`config.mk`:
```
export PLATFORM = sky130hd
export DESIGN_NAME = line_reader_76_flat
export DESIGN_NICKNAME = d
export VERILOG_FILES = /design/src/rtl/line_reader_76_if.sv /design/src/rtl/line_reader_76.sv /design/src/flat_wrapper.sv
export SDC_FILE = /design/constraint.sdc
export NUM_CORES = 1
export LEC_CHECK = 0
export CELL_PAD_IN_SITES_DETAIL_PLACEMENT = 1
export CELL_PAD_IN_SITES_GLOBAL_PLACEMENT = 1
export CORE_ASPECT_RATIO = 1.4
export CORE_UTILIZATION = 30
export DETAILED_ROUTE_END_ITERATION = 16
export PLACE_DENSITY_LB_ADDON = 0.1
export SLEW_MARGIN = 5
export SYNTH_ARGS = -nofsm -noshare
export SYNTH_HDL_FRONTEND = slang
export SYNTH_SLANG_ARGS = --single-unit
```
`constraint.sdc`:
```
create_clock -name clk -period 6.5 [get_ports clk]
set_input_delay 0.65 -clock clk [delete_from_list [all_inputs] [get_ports clk]]
set_output_delay 0.65 -clock clk [all_outputs]
set_load 0.03 [all_outputs]
```
`src/rtl/line_reader_76_if.sv`:
```
// line_reader_76_if
// Bundles the buffer read port, the writer-side flow signals and the
// downstream column handshake of line_reader_76.
//   master : reader side (drives rd_en, rd_addr, col_*, out_valid, consume)
//   slave  : buffer/downstream side (drives enable, words_avail, rd_data,
//            out_ready)
interface line_reader_76_if;
    logic        enable;
    logic [6:0]  words_avail;
    logic        rd_en;
    logic [6:0]  rd_addr;
    logic [31:0] rd_data;
    logic [31:0] col_top;
    logic [31:0] col_mid;
    logic [31:0] col_bot;
    logic        out_valid;
    logic        out_ready;
    logic        consume;

    modport master (
        input  enable, words_avail, rd_data, out_ready,
        output rd_en, rd_addr, col_top, col_mid, col_bot, out_valid, consume
    );

    modport slave (
        output enable, words_avail, rd_data, out_ready,
        input  rd_en, rd_addr, col_top, col_mid, col_bot, out_valid, consume
    );
endinterface

```
`src/rtl/line_reader_76.sv`:
```
// line_reader_76
// Fetches a 3-pixel vertical column (base, base+LINE_W, base+2*LINE_W, all
// modulo DEPTH) from a circular line buffer with a synchronous read port,
// presents it downstream with a valid/ready handshake, then advances base by
// one word and pulses consume to hand that word back to the writer.
// Ports:
//   clk        system clock, rising edge
//   rst_n      asynchronous active-low reset
//   bus        line_reader_76_if.master (enable, words_avail, rd_en, rd_addr,
//              rd_data, col_top/mid/bot, out_valid, out_ready, consume)
//   col_count  (only with LINE_READER_STATS_EN) saturating count of columns
//              accepted downstream
// Optional feature macro: LINE_READER_STATS_EN
module line_reader_76 #(
    parameter int DEPTH  = 76,
    parameter int LINE_W = 24
) (
    input  logic clk,
    input  logic rst_n,
    line_reader_76_if.master bus
`ifdef LINE_READER_STATS_EN
    ,
    output logic [15:0] col_count
`endif
);

    localparam logic [2:0] IDLE     = 3'd0;
    localparam logic [2:0] RD_TOP   = 3'd1;
    localparam logic [2:0] RD_MID   = 3'd2;
    localparam logic [2:0] RD_BOT   = 3'd3;
    localparam logic [2:0] WAIT_BOT = 3'd4;
    localparam logic [2:0] HOLD     = 3'd5;

    // Offsets are pre-reduced so a single conditional subtract wraps them.
    localparam logic [7:0] OFF_MID = 8'(LINE_W % DEPTH);
    localparam logic [7:0] OFF_BOT = 8'((2 * LINE_W) % DEPTH);
    localparam logic [7:0] DEPTH_8 = 8'(DEPTH);
    localparam int         NEED    = 2 * LINE_W + 1;

    logic [2:0] state;
    logic [6:0] base;
    logic [6:0] addr_hold;
    logic       avail_ok;

    function automatic logic [6:0] wrap_add(input logic [6:0] a, input logic [7:0] off);
        logic [7:0] s;
        s = {1'b0, a} + off;
        return (s >= DEPTH_8) ? 7'(s - DEPTH_8) : 7'(s);
    endfunction

    assign avail_ok      = int'(bus.words_avail) >= NEED;
    assign bus.out_valid = (state == HOLD);

    // Address is driven straight from base in the read states and otherwise
    // replays the last presented value from addr_hold.
    always_comb begin
        bus.rd_en   = 1'b0;
        bus.rd_addr = addr_hold;
        case (state)
            RD_TOP: begin
                bus.rd_en   = 1'b1;
                bus.rd_addr = base;
            end
            RD_MID: begin
                bus.rd_en   = 1'b1;
                bus.rd_addr = wrap_add(base, OFF_MID);
            end
            RD_BOT: begin
                bus.rd_en   = 1'b1;
                bus.rd_addr = wrap_add(base, OFF_BOT);
            end
            default: ;
        endcase
    end

    // rd_data lags rd_addr by one cycle, so each pixel is captured on the
    // edge leaving the state after the one that addressed it.
    always_ff @(posedge clk or negedge rst_n) begin
        if (!rst_n) begin
            state       <= IDLE;
            base        <= '0;
            addr_hold   <= '0;
            bus.col_top <= '0;
            bus.col_mid <= '0;
            bus.col_bot <= '0;
            bus.consume <= 1'b0;
        end else begin
            addr_hold   <= bus.rd_addr;
            bus.consume <= 1'b0;
            case (state)
                IDLE:     if (bus.enable && avail_ok) state <= RD_TOP;
                RD_TOP:   state <= RD_MID;
                RD_MID: begin
                    bus.col_top <= bus.rd_data;
                    state       <= RD_BOT;
                end
                RD_BOT: begin
                    bus.col_mid <= bus.rd_data;
                    state       <= WAIT_BOT;
                end
                WAIT_BOT: begin
                    bus.col_bot <= bus.rd_data;
                    state       <= HOLD;
                end
                HOLD: begin
                    if (bus.out_ready) begin
                        base        <= wrap_add(base, 8'd1);
                        bus.consume <= 1'b1;
                        state       <= IDLE;
                    end
                end
                default:  state <= IDLE;
            endcase
        end
    end

`ifdef LINE_READER_STATS_EN
    always_ff @(posedge clk or negedge rst_n) begin
        if (!rst_n) begin
            col_count <= '0;
        end else if (state == HOLD && bus.out_ready && col_count != 16'hFFFF) begin
            col_count <= col_count + 16'd1;
        end
    end
`endif

endmodule

```
`src/flat_wrapper.sv`:
```
// flat-port wrapper written by rule: the top's interface ports become plain ports
module line_reader_76_flat 
#(
    parameter int DEPTH  = 76,
    parameter int LINE_W = 24
)
  (clk, rst_n, bus_enable, bus_words_avail, bus_rd_data, bus_out_ready, bus_rd_en, bus_rd_addr, bus_col_top, bus_col_mid, bus_col_bot, bus_out_valid, bus_consume);
  line_reader_76_if bus_i ();
  input  logic clk;
  input  logic rst_n;
  input wire logic [$bits(bus_i.enable)-1:0] bus_enable;
  input wire logic [$bits(bus_i.words_avail)-1:0] bus_words_avail;
  input wire logic [$bits(bus_i.rd_data)-1:0] bus_rd_data;
  input wire logic [$bits(bus_i.out_ready)-1:0] bus_out_ready;
  output wire logic [$bits(bus_i.rd_en)-1:0] bus_rd_en;
  output wire logic [$bits(bus_i.rd_addr)-1:0] bus_rd_addr;
  output wire logic [$bits(bus_i.col_top)-1:0] bus_col_top;
  output wire logic [$bits(bus_i.col_mid)-1:0] bus_col_mid;
  output wire logic [$bits(bus_i.col_bot)-1:0] bus_col_bot;
  output wire logic [$bits(bus_i.out_valid)-1:0] bus_out_valid;
  output wire logic [$bits(bus_i.consume)-1:0] bus_consume;
  assign bus_i.enable = bus_enable;
  assign bus_i.words_avail = bus_words_avail;
  assign bus_i.rd_data = bus_rd_data;
  assign bus_i.out_ready = bus_out_ready;
  assign bus_rd_en = bus_i.rd_en;
  assign bus_rd_addr = bus_i.rd_addr;
  assign bus_col_top = bus_i.col_top;
  assign bus_col_mid = bus_i.col_mid;
  assign bus_col_bot = bus_i.col_bot;
  assign bus_out_valid = bus_i.out_valid;
  assign bus_consume = bus_i.consume;
  line_reader_76 #(.DEPTH(DEPTH), .LINE_W(LINE_W)) u_core (.clk(clk), .rst_n(rst_n), .bus(bus_i));
endmodule
```
==> out/metrics.cfg <==
[run_status]
status=finished, violations left
failed_checks=DRC

[drt]
post_drt_via_cell_ratio=4.919
top_layer_used=met4
met2_wirelength_microns=8206
drc_errors=3
routed-via-count=4048
first_iter_violations=173
detail_route.wl_per_cell_microns=18.26
drt-met1-wl_microns=5687
met3_length_microns=976
route.antenna.remaining_nets=0
firstDrtPassIters=10
route.final.wire_length_microns=15030

[worst_setup_path]
cell_family_with_most_cp_delay=compound AO/OA/AOI/OAI gates
r2r_slack_ns=3.46
critical_path.reg2reg.startpoint=u_core.base[0]
setup.worst_path.class=reg2out
critical_path.cell_chain=inv_1 > ha_1 > a21oi_1 > a21oi_1 > o21ai_0 > mux2i_1 > a22oi_1 > o211ai_1 > clkdlybuf4s50_1
worstSetupStartpointType=flop
cpPeakStageDelay_ns=0.73
critical_path.reg2reg.endpoint=u_core.base[5]
cp-end-kind=primary output
crit_required_ns=5.85
worst-endpoint-arrival_ns=3.90
cp-startpoint=u_core.base[4]
critPathMaxFanout=16
critical-path-slowest-cell=sky130_fd_sc_hd__dfrtp_1
worst_r2r_path_depth=10
cpMostUsedCell=sky130_fd_sc_hd__a21oi_1
worst_path_bufs_invs=2

[cells_and_area]
final_core_util_pct=43.83
commonest_cells_after_routing_fill_and_taps_aside=sky130_fd_sc_hd__clkdlybuf4s50_1 (147), sky130_fd_sc_hd__dfrtp_1 (114), sky130_fd_sc_hd__nand2_1 (109), sky130_fd_sc_hd__mux2_2 (66), sky130_fd_sc_hd__clkbuf_16 (17)
multiInputGateArea_sq_um=2116
ff_latch_area_sq_um=2853
layout_commonest_cell=sky130_fd_sc_hd__clkdlybuf4s50_1
area.growth.synth_to_final_pct=43.22
fraction_of_final_layout_cells_sized_beyond_drive_strength_1_pct=17.58
num-fill-cells=1803
finalNetCount=664
antenna-diode-count=0

[power]
switchingPower_uw=2006
clock_power_share_pct=18.7
power.share.sequential_pct=28.3
leakagePower_uw=0.003182
max-vdd-ir-drop_mv=0.2466
powerDensity_nw_per_um2=635.3
p_int_uw=2638
p_sw_share_pct=43.19
p_comb_share_pct=53.0
fin_total_pwr_uw=4644

[clock_network]
cts_inserted_buffers=17
post_cts.repair.setup_buffers=0
clk-insertion-delay-late_ns=0.42
cts_tree=yes
htree_levels=4
cts_max_path_buffers=2
worst_setup_hold_path_clk_slew_ns=0.05
post_cts_resize_count=0
clock_sinks=114
postCtsHoldBufs=0
cts.root.buffer_cell=sky130_fd_sc_hd__clkbuf_16

[yosys]
synth-edff-count=0
synth-seq-cells=114
post_synth.cell_area_avg_sq_um=11.02
yosysTopAreaCellShare_pct=55.90
synth.net_count=519
post_synthesis_cell_count=463
seq_area_frac_synth_pct=55.90
yosysWarningCount=0
netlist.top_cell.by_area=sky130_fd_sc_hd__dfrtp_1
cell_area_after_synthesis_sq_um=5104
ys_dominant_reg_cell=sky130_fd_sc_hd__dfrtp_1
library_cells_used_by_synthesis=48
netlist_top_cells_area=sky130_fd_sc_hd__dfrtp_1 (56%), sky130_fd_sc_hd__mux2_2 (15%), sky130_fd_sc_hd__nand2_1 (8.1%), sky130_fd_sc_hd__ha_1 (3.2%), sky130_fd_sc_hd__xnor2_1 (1.7%)
synthArstFlopShare_pct=100.0

[sta]
final.setup.tns_ns=0
top_achievable_clock_speed_mhz=219.9
slew_headroom_pct=33.07
final_critical_path_share_of_the_clock_period_pct=69.97
finalHoldViolations=0
final_period_minus_worst_setup_slack_ns=4.548
skew_ns=0.007948
setup_violations=0
tightest_slew_ns=1.000
slew_violations=0
grt_setup_unrepaired=no
post-route-worst-setup-slack_ns=1.952

[grt]
largest_net_degree_at_the_start_of_global_routing=64
grtUsageTotal_pct=18.31
via_count_of_the_first_global_routing_pass=4444
grt_pass1_wl_microns=24420
grt_antenna_before_repair=0
grt_remaining_overflow=0

[place]
place_congestion=0.8468
pre_cts_slack_ns=2.425
hpwl_after_detailed_placement_microns=10350
io_buffers=148

[floorplanning]
rows=56
top_level_ports=149
design.core.area_sq_um=16680
die_height_microns=156.3
die_w_microns=112.2
die_area_sq_um=17550
initial_utilization_pct=30.60

[worst_hold_path]
min-delay-path-class=in2async

[run]
drv.max_cap_violation_count=0

## routing by layer
layer | global-route usage (%) | up-vias
met5 | 0 | -
met4 | 6.032 | 0
met3 | 7.204 | 15
met2 | 33.81 | 95
met1 | 18.80 | 2068
li1 | - | 1870
## power by group through the flow
stage / Sequential (uW) / Combinational [uW] / Clock (uW)
floorplan: 1850 / 931 / 0
global placement: 1300 / 2470 / 0
detailed placement: 1320 / 2490 / 0
CTS: 1320 / 2510 / 892
global route: 1370 / 2640 / 922
finish: 1320 / 2460 / 866
## worst max-delay path by stage
stage	end	slack (ns)	cells after the start
after floorplan	bus_rd_addr[3]	3.31	8
after global placement	bus_rd_addr[4]	2.62	9
after detailed placement	bus_rd_addr[4]	2.43	9
after CTS	bus_rd_addr[4]	1.97	9
after global routing	bus_rd_addr[4]	1.67	9
final	bus_rd_addr[4]	1.95	9
## Yosys cell counts (2+ instances only)
master	instances
sky130_fd_sc_hd__a22oi_1	2
sky130_fd_sc_hd__nand2_1	110
sky130_fd_sc_hd__a32oi_1	2
sky130_fd_sc_hd__and2_1	4
sky130_fd_sc_hd__xnor2_1	10
sky130_fd_sc_hd__nor2_1	14
sky130_fd_sc_hd__clkbuf_1	17
sky130_fd_sc_hd__nor3_1	5
sky130_fd_sc_hd__mux2i_1	3
sky130_fd_sc_hd__nand4_1	2
sky130_fd_sc_hd__a21oi_1	16
sky130_fd_sc_hd__inv_1	11
sky130_fd_sc_hd__a211oi_1	3
sky130_fd_sc_hd__mux2_2	66
sky130_fd_sc_hd__o22ai_1	2
sky130_fd_sc_hd__nor3b_1	2
sky130_fd_sc_hd__dfrtp_1	114
sky130_fd_sc_hd__o211ai_1	2
sky130_fd_sc_hd__a31oi_1	2
sky130_fd_sc_hd__nand3_1	9
sky130_fd_sc_hd__ha_1	13
sky130_fd_sc_hd__nor2b_1	5
sky130_fd_sc_hd__nand2b_1	5
sky130_fd_sc_hd__o21ai_0	16
sky130_fd_sc_hd__nor4_1	2
sky130_fd_sc_hd__buf_1	4
## worst register-to-register path: stages (launching register included)
cell	delay [ns]
sky130_fd_sc_hd__dfrtp_1	0.45
sky130_fd_sc_hd__ha_1	0.36
sky130_fd_sc_hd__or2b_1	0.28
sky130_fd_sc_hd__nand2_1	0.06
sky130_fd_sc_hd__ha_1	0.22
sky130_fd_sc_hd__inv_1	0.06
sky130_fd_sc_hd__a41o_1	0.22
sky130_fd_sc_hd__a222oi_1	0.81
sky130_fd_sc_hd__nand3_1	0.15
sky130_fd_sc_hd__a21oi_1	0.22
sky130_fd_sc_hd__xnor2_1	0.14
## sequential cells by signal, indices dropped and copies added, names as in the netlist
signal and cells:
u_core.state 3, u_core.bus.col_top 32, u_core.addr_hold 7, u_core.bus.consume 1, u_core.base 7, u_core.bus.col_mid 32
u_core.bus.col_bot 32
## metrics by stage
| step | std cells | area (sq um) | hold WS [ns] |
|---|---|---|---|
| floorplan | 463 | 5104 | 0.3544 |
| global placement | 792 | 6758 | 0.4587 |
| detailed placement | 792 | 6758 | 0.4657 |
| CTS | 823 | 7310 | 0.3805 |
| global route | 823 | 7310 | 0.4164 |
| finish | 823 | 7310 | 0.3523 |
## logic make-up (layout without fill, tap and decap cells)
kind of cell | after synthesis | in the layout | synth area share, %
AOI/OAI and AO/OA | 58 | 58 | 7.257
and+or+nand+nor | 164 | 164 | 13.97
DFF | 114 | 114 | 55.90
muxes | 69 | 69 | 15.15
adders and majority gates | 13 | 13 | 3.187
buffers and inverters | 35 | 192 | 2.819
xor gates and xnor gates | 10 | 10 | 1.716
## area by class of cell
cell class,instances,share of cell area [%]
clock inverters,13,1.541
flip-flops and latches,114,39.03
well taps,203,3.475
inverters,11,0.5649
repair buffers,150,20.44
clock buffers,18,6.008
multi-input cells,314,28.95
Note: power is estimated with default switching activity, not from simulation.
